<file path="config.mk">
export PLATFORM = sky130hd
export DESIGN_NAME = sim_mmio_ctrl
export DESIGN_NICKNAME = d
export VERILOG_FILES = /design/src/rtl/sim_mmio_pkg.sv /design/src/rtl/sync_fifo.sv /design/src/rtl/sim_mmio_ctrl.sv
export SDC_FILE = /design/constraint.sdc
export NUM_CORES = 1
export LEC_CHECK = 0
export CORE_ASPECT_RATIO = 0.9
export CORE_MARGIN = 2
export CORE_UTILIZATION = 50
export DETAILED_ROUTE_END_ITERATION = 12
export PLACE_DENSITY = 0.79
export SYNTH_ARGS = -nofsm -noshare
export SYNTH_HDL_FRONTEND = slang
export SYNTH_SLANG_ARGS = --single-unit
</file>
<file path="constraint.sdc">
create_clock -name clock -period 4.5 [get_ports clock]
set_input_delay 0.9 -clock clock [delete_from_list [all_inputs] [get_ports clock]]
set_output_delay 0.9 -clock clock [all_outputs]
set_load 0.02 [all_outputs]
</file>
<file path="src/rtl/sim_mmio_pkg.sv">
// Shared definitions for the simulation/test MMIO controller:
// register indices, window size and console status bit positions.
package sim_mmio_pkg;

    localparam int NUM_REGS = 8;
    localparam int IDX_W    = 3;

    typedef enum logic [IDX_W-1:0] {
        REG_HALT      = 3'd0,
        REG_SIG_BEGIN = 3'd1,
        REG_SIG_END   = 3'd2,
        REG_CONSOLE   = 3'd3,
        REG_CYCLE_LO  = 3'd4,
        REG_CYCLE_HI  = 3'd5,
        REG_RSVD6     = 3'd6,
        REG_RSVD7     = 3'd7
    } reg_idx_e;

    localparam int STAT_EMPTY    = 0;
    localparam int STAT_FULL     = 1;
    localparam int STAT_OVERFLOW = 2;

endpackage

</file>
<file path="src/rtl/sync_fifo.sv">
// Synchronous FIFO with ready/valid pop side; a push into a full FIFO is
// accepted only when a pop frees a slot on the same edge.
module sync_fifo #(
    parameter int WIDTH = 8,
    parameter int DEPTH = 8
) (
    input  logic             clock,
    input  logic             reset,
    input  logic             push,
    input  logic [WIDTH-1:0] push_data,
    output logic             full,
    output logic [WIDTH-1:0] pop_data,
    output logic             valid,
    input  logic             ready
);

    localparam int AW = $clog2(DEPTH);
    localparam int CW = AW + 1;

    logic [WIDTH-1:0] mem [DEPTH];
    logic [AW-1:0]    wr_ptr;
    logic [AW-1:0]    rd_ptr;
    logic [CW-1:0]    count;
    logic             do_push;
    logic             do_pop;

    assign valid    = (count != '0);
    assign full     = (count == CW'(DEPTH));
    assign do_pop   = valid && ready;
    assign do_push  = push && (!full || do_pop);
    // Head is forced to zero when empty so stale storage never leaks out.
    assign pop_data = valid ? mem[rd_ptr] : '0;

    always_ff @(posedge clock) begin
        if (do_push) begin
            mem[wr_ptr] <= push_data;
        end
    end

    always_ff @(posedge clock) begin
        if (reset) begin
            wr_ptr <= '0;
            rd_ptr <= '0;
            count  <= '0;
        end else begin
            if (do_push) begin
                wr_ptr <= wr_ptr + 1'b1;
            end
            if (do_pop) begin
                rd_ptr <= rd_ptr + 1'b1;
            end
            case ({do_push, do_pop})
                2'b10:   count <= count + 1'b1;
                2'b01:   count <= count - 1'b1;
                default: count <= count;
            endcase
        end
    end

endmodule

</file>
<file path="src/rtl/sim_mmio_ctrl.sv">
// Memory-mapped simulation controller: halt/pass/fail, signature window,
// buffered console output, free-running cycle counter and optional watchdog.
module sim_mmio_ctrl
    import sim_mmio_pkg::*;
#(
    parameter int              XLEN      = 32,
    parameter logic [XLEN-1:0] BASE      = 32'h2000_0000,
    parameter int              CON_DEPTH = 8,
    parameter int              TIMEOUT   = 0
) (
    input  logic            clock,
    input  logic            reset,
    input  logic            load,
    input  logic            store,
    input  logic [XLEN-1:0] address,
    input  logic [XLEN-1:0] store_data,
    output logic            sel,
    output logic [XLEN-1:0] load_data,
    output logic            halt,
    output logic            pass,
    output logic [XLEN-1:0] fail_code,
    output logic            timeout,
    output logic [XLEN-1:0] sig_begin,
    output logic [XLEN-1:0] sig_end,
    output logic [7:0]      con_data,
    output logic            con_valid,
    input  logic            con_ready,
    output logic [63:0]     cycle
);

    localparam int              ALIGN   = $clog2(XLEN / 8);
    localparam logic [XLEN-1:0] WIN_LEN = XLEN'(NUM_REGS * (XLEN / 8));
    localparam logic [63:0]     WD_LAST = 64'(TIMEOUT) - 64'd1;

    logic [XLEN-1:0] off;
    reg_idx_e        idx;
    logic            wr_en;
    logic            halt_wr;
    logic            wd_fire;
    logic            con_push;
    logic            con_full;
    logic            overflow;
    logic [XLEN-1:0] rd_val;

    // Addresses below BASE wrap to a huge offset and fail the range test.
    assign off   = address - BASE;
    assign sel   = (off < WIN_LEN) && (off[ALIGN-1:0] == '0);
    assign idx   = reg_idx_e'(off[ALIGN+IDX_W-1:ALIGN]);
    assign wr_en = store && sel;

    // Even values are not halt requests; once halted the code is frozen.
    assign halt_wr  = wr_en && (idx == REG_HALT) && store_data[0] && !halt;
    assign wd_fire  = (TIMEOUT != 0) && !halt && (cycle == WD_LAST);
    assign con_push = wr_en && (idx == REG_CONSOLE);

    always_ff @(posedge clock) begin
        if (reset) begin
            halt      <= 1'b0;
            pass      <= 1'b0;
            fail_code <= '0;
            timeout   <= 1'b0;
        end else if (halt_wr) begin
            halt      <= 1'b1;
            pass      <= (store_data == XLEN'(1));
            fail_code <= (store_data == XLEN'(1)) ? '0 : (store_data >> 1);
        end else if (wd_fire) begin
            halt      <= 1'b1;
            pass      <= 1'b0;
            fail_code <= '0;
            timeout   <= 1'b1;
        end
    end

    always_ff @(posedge clock) begin
        if (reset) begin
            sig_begin <= '0;
            sig_end   <= '0;
        end else if (wr_en) begin
            if (idx == REG_SIG_BEGIN) begin
                sig_begin <= store_data;
            end
            if (idx == REG_SIG_END) begin
                sig_end <= store_data;
            end
        end
    end

    // A push into a full FIFO is lost unless the consumer drains a slot this cycle.
    always_ff @(posedge clock) begin
        if (reset) begin
            overflow <= 1'b0;
        end else if (con_push && con_full && !(con_valid && con_ready)) begin
            overflow <= 1'b1;
        end
    end

    always_ff @(posedge clock) begin
        if (reset) begin
            cycle <= '0;
        end else begin
            cycle <= cycle + 64'd1;
        end
    end

    always_comb begin
        rd_val = '0;
        case (idx)
            REG_HALT:      rd_val = {fail_code[XLEN-3:0], pass, halt};
            REG_SIG_BEGIN: rd_val = sig_begin;
            REG_SIG_END:   rd_val = sig_end;
            REG_CONSOLE: begin
                rd_val[STAT_EMPTY]    = !con_valid;
                rd_val[STAT_FULL]     = con_full;
                rd_val[STAT_OVERFLOW] = overflow;
            end
            REG_CYCLE_LO:  rd_val = cycle[XLEN-1:0];
            REG_CYCLE_HI:  rd_val = (XLEN == 32) ? XLEN'(cycle >> 32) : '0;
            default:       rd_val = '0;
        endcase
    end

    always_ff @(posedge clock) begin
        if (reset) begin
            load_data <= '0;
        end else if (load && sel) begin
            load_data <= rd_val;
        end
    end

    sync_fifo #(
        .WIDTH (8),
        .DEPTH (CON_DEPTH)
    ) u_con_fifo (
        .clock     (clock),
        .reset     (reset),
        .push      (con_push),
        .push_data (store_data[7:0]),
        .full      (con_full),
        .pop_data  (con_data),
        .valid     (con_valid),
        .ready     (con_ready)
    );

endmodule

</file>
# Word-level counts from Yosys, hierarchy flattened
# Memories as Yosys holds them, arrays and structs flattened. A register that Yosys moved wholly into a read port is not among the register bits.
# Cells that the tools add are included.
# totals
reg_bits	205
ramBits	64
memories	1
output_inout_bits	205
# op_classes
eq_ne	9
muxes	9
add_sub_neg	6
n_lt_le_gt_ge	1
reduce_logical	22
# mem_list
memory	depth	word_bits	rd	rd_ports_with_merged_regs	wr	line_no	text
u_con_fifo.mem	8	8	1	1	1	sync_fifo.sv:20	logic [WIDTH-1:0] mem [DEPTH];
# ops
operator	n
$pmux W29 S5	1
$add A64 B1 Y64 const B	1
$eq A32 B1 Y1 const B	1
$lt A32 B6 Y1 const B	1
$sub A32 B30 Y32 const B	1
$mux W31	1
$pmux W3 S6	1
$logic_and A1 B1 Y1	11
$mux W8	1
$pmux W4 S2	1
$add A3 B1 Y3 const B	2
$eq A3 B2 Y1 const B	2
$eq A3 B3 Y1 const B	2
$mux W3	2
$add A4 B1 Y4 const B	1
$eq A4 B4 Y1 const B	1
$logic_not A1 Y1	4
$reduce_and A2 Y1	2
$reduce_bool A4 Y1	1
$sub A4 B1 Y4 const B	1
$eq A3 B1 Y1 const B	1
$logic_not A3 Y1	1
$eq A2 B1 Y1 const B	1
$eq A2 B2 Y1 const B	1
other kinds (4)	5

# Depth between registers and ports, before layout
# depth
word_depth	8
mapped_depth	13
depth_no_buf	13

# Hierarchy
# From an unflattened synthesis, not the netlist that was laid out.
# unflattened
hier_cells	1100
hier_area_um2	12014.0
# modules_own_cells
mod	cells_each	n_inst	seq_area_each_um2	area_per_inst_um2
sim_mmio_ctrl	914	1	3883.7	8816.0
sync_fifo	186	1	2182.1	3198.1

# Least setup slack after synthesis
# No wires, ideal clock.
# synth_timing
path_type	input to register
startpoint	input port address[29]
endpoint	register u_con_fifo.count[3]
arrival_time_ns	3.370
setup_time_ns	0.123
slack_ns	1.007
stages	13
n_path_buf	0
path_cell_list	inv_1 ha_1 nor4b_2 nand4_1 nor3_2 or2b_1 inv_1 ha_1 a21o_1 a21oi_1 or3_1 mux2i_1 mux2_1
# synth_between
elab_chain_cells	8
# synth_rtl
element	line_no	text
from (decl)	sim_mmio_ctrl.sv:15	input logic [XLEN-1:0] address,
$sub A32 B30 Y32 *	sim_mmio_ctrl.sv:46	assign off = address - BASE;
$lt A32 B6 Y1 *	sim_mmio_ctrl.sv:47	assign sel = (off < WIN_LEN) && (off[ALIGN-1:0] == '0);
$logic_and A1 B1 Y1 *	sim_mmio_ctrl.sv:47	
$logic_and A1 B1 Y1 *	sim_mmio_ctrl.sv:49	assign wr_en = store && sel;
$logic_and A1 B1 Y1 *	sim_mmio_ctrl.sv:54	assign con_push = wr_en && (idx == REG_CONSOLE);
$logic_and A1 B1 Y1 *	sync_fifo.sv:30	assign do_push = push && (!full || do_pop);
$eq A2 B1 Y1 or $eq A2 B2 Y1 (tied branches)	sync_fifo.sv:52	case ({do_push, do_pop})
$pmux W4 S2 or $reduce_bool A2 Y1 (tied branches)	n/a	
to (signal assigned)	sync_fifo.sv:53	2'b10: count <= count + 1'b1;
to (signal assigned)	sync_fifo.sv:54	2'b01: count <= count - 1'b1;
to (signal assigned)	sync_fifo.sv:55	default: count <= count;
to (decl)	sync_fifo.sv:23	logic [CW-1:0] count;
# Every way passes the cells marked *; elsewhere a longest branch is shown, timed or not.
# A chain may end at the register's enable or synchronous reset.

# Final worst setup path
# layout_timing
startpoint	input port address[29]
endpoint	output port sel
# layout_between
elab_chain_cells	3
# layout_rtl
element	line_no	text
$sub A32 B30 Y32	sim_mmio_ctrl.sv:46	
$lt A32 B6 Y1	sim_mmio_ctrl.sv:47	
$logic_and A1 B1 Y1	sim_mmio_ctrl.sv:47	
to (decl)	sim_mmio_ctrl.sv:17	output logic sel,
# No other way between the ends.

==> flow_summary.ini <==
[status]
outcome = completed

[floorplan]
fp.dieH_um = 152
coreArea_um2 = 24100
num_rows = 54
die_x_um = 168
die_area_um2 = 25500
start_util = 0.504
io_pins = 274

[logic_synthesis]
yosysWarnings = 0
synth-edff-count = 64
netlist_instances = 1211
yosys.cell_types.count = 62
ys_seq_area_frac = 0.500
synthArstFlopShare = 0
synthFlopType = dfxtp_1
synth_seq_cells = 271
syn-mean-instance-area_um2 = 10.0
synthesis.area_um2 = 12100

[clock_tree]
holdBufCountCts = 0
clk_pin_slew_ps = 60
cts-root-buf = clkbuf_16
cts_tree = built
numCtsBuffers = 28
cts_setup_buffers = 0
clockBufferDepth = 3
cts_max_level = 1
cts_resized = 0
cts_sinks = 271
insertion_delay_ps = 540

[global_route]
grt_use_total = 0.289
overflow = 0
grt_max_degree = 88
antenna_found_initial = 0
grt_first_pass_wirelength_um = 57600
grt_pass1_vias = 10100

[critical_path]
worstPathArrival_ps = 2970
crit_slowest_cell = clkdlybuf4s50_1
crit_top_cell = clkdlybuf4s50_1
crit_chain = clkdlybuf4s50_1 > inv_1 > ha_1 > nor4b_2 > nand4_1 > nor2_1 > clkdlybuf4s50_1
path_max_fanout = 4
cp-start-kind = primary input
crit_type = primary input to primary output
crit_path_end_kind = primary output
critical-path-max-stage-delay_ps = 630
crit_required_ps = 3600

[timing]
whs_ps = 469
hold_violations = 0
rsz0062_at_grt = false
clock_skew_ps = 10.6
worstMarginPinSlew_ps = 1140
worst_slack_ps = 625
slew_headroom = 0.237
finalCritPeriodShare = 0.861
slew_viol_final = 0
min_period_ps = 3870
setup_tns_ps = 0
finalSetupViolCount = 0
max_freq_mhz = 258

[cells_and_area]
drive_gt1_frac = 0.0966
final_cell_mix = clkdlybuf4s50_1, nand2_1, dfxtp_1
nFillCells = 1844
final_cell_area_um2 = 16000
diodes = 0
nets = 1536
layout_commonest_cell = clkdlybuf4s50_1
synthToLayoutAreaGrowth_pct = 31.6
fin_util = 0.664

[pwr]
vdd_ir_drop_max_v = 0.000253
power.leakage_nw = 5.22
power_density_nw_per_um2 = 320

[routing]
routed_wl_um = 38000
drc = 0
wire_per_inst_um = 21.2
ant_nets = 0
vias = 10800
dr.pass1.iters = 5
drt_iter0_markers = 985
vias_per_cell = 6.04

[placed_design]
dpl.hpwl_um = 26000
place.gp.congestion = 0.870
dpl_worst_slack_ps = 396
place_area_um2 = 15100
io_buffers = 271

[job]
drv_cap = 0

[worst_hold_path]
hp-class = flop to flop
==> cell families after synthesis <==
group | after synthesis | share of synthesized area
buffers and inverters | 100 | 0.0361
and+or+nand+nor | 496 | 0.203
adders and majority gates | 7 | 0.00784
xor gates and xnor gates | 38 | 0.0274
other | 1 | 0.000309
DFF | 271 | 0.500
AOI/OAI and AO/OA | 202 | 0.0995
muxes | 96 | 0.125
==> per-layer routing <==
metal	up-vias	routed length (um)	GRT usage
li1	4873	-	-
met1	5291	15700	0.392
met2	561	17600	0.471
met3	86	3520	0.0566
met4	0	1170	0.0931
met5	-	0	0
==> layout make-up <==
type | instances | area [um2] | share of cell area
repair buffers | 299 | 2910 | 0.183
multi-input cells | 841 | 5650 | 0.354
clock buffers | 40 | 816 | 0.0511
well taps | 308 | 385 | 0.0241
flip-flops and latches | 271 | 6070 | 0.380
clock inverters | 11 | 60.1 | 0.00376
inverters | 19 | 71.3 | 0.00447
==> Yosys cell counts, types with 2 or more instances <==
| master | n | share of area |
|---|---|---|
| buf_2 | 25 | 0.010 |
| mux2i_1 | 44 | 0.036 |
| dfxtp_1 | 207 | 0.34 |
| nor3_1 | 8 | 0.0033 |
| nor4b_1 | 3 | 0.0022 |
| nand2b_1 | 4 | 0.0021 |
| inv_1 | 18 | 0.0056 |
| nand3_1 | 22 | 0.0091 |
| and3_1 | 6 | 0.0031 |
| or3_1 | 6 | 0.0031 |
| a211oi_1 | 4 | 0.0025 |
| nor4_1 | 21 | 0.011 |
| a21oi_1 | 129 | 0.053 |
| nand3b_1 | 2 | 0.0012 |
| o21ai_0 | 10 | 0.0041 |
| mux2_1 | 5 | 0.0046 |
| and4_1 | 10 | 0.0072 |
| nand4_2 | 4 | 0.0041 |
| buf_4 | 5 | 0.0031 |
| nand4_1 | 30 | 0.015 |
| a22oi_1 | 3 | 0.0019 |
| xnor2_1 | 15 | 0.011 |
| mux4_2 | 44 | 0.082 |
| clkbuf_1 | 45 | 0.014 |
| a22o_1 | 26 | 0.019 |
| or4_1 | 24 | 0.015 |
| ha_1 | 6 | 0.0062 |
| buf_1 | 4 | 0.0012 |
| nor4_4 | 3 | 0.0053 |
| nor2b_1 | 6 | 0.0031 |
| mux2_2 | 3 | 0.0028 |
| nor2_1 | 109 | 0.034 |
| xor2_1 | 23 | 0.017 |
| nand2_1 | 220 | 0.068 |
| edfxtp_1 | 64 | 0.16 |
| nor3_4 | 3 | 0.0040 |
| and2_1 | 3 | 0.0015 |
| o31ai_1 | 23 | 0.014 |
==> report_power, final <==
part	internal (mW)	switching (mW)	total, mW
Clock	1.25	0.947	2.20
Combinational	0.181	0.214	0.396
Sequential	2.50	0.0144	2.51
Total	3.93	1.18	5.11
==> critical path: cells and delay by family <==
family | cells | cell delay [ps]
adder cells (fa/ha/maj) | 1 | 260
buffers and inverters | 3 | 1200
AND/OR/NAND/NOR | 3 | 620
==> final timing paths <==
path,start,to,slack [ps],cells past startpoint
min reg2reg,sig_begin[15],sig_begin[15],470,2
min,sig_begin[15],sig_begin[15],470,2
max reg2reg,cycle[1],cycle[42],1260,6
max,address[29],sel,630,7
==> state kept, by name, summed over array words and instances, names as in the netlist, named ones only <==
signal	flops
sig_begin	32
halt	1
overflow	1
u_con_fifo.count	4
sig_end	32
u_con_fifo.rd_ptr	3
u_con_fifo.mem	64
pass	1
u_con_fifo.wr_ptr	3
fail_code	31
load_data	32
cycle	64
==> through the flow <==
step	cells	total power, mW
3_3_place_gp	1738	2.95
3_5_place_dp	1738	2.96
5_1_grt	1789	5.25
6_report	1789	5.11
2_1_floorplan	1212	2.79
4_1_cts	1789	5.13
(Power assumes the default switching activity.)
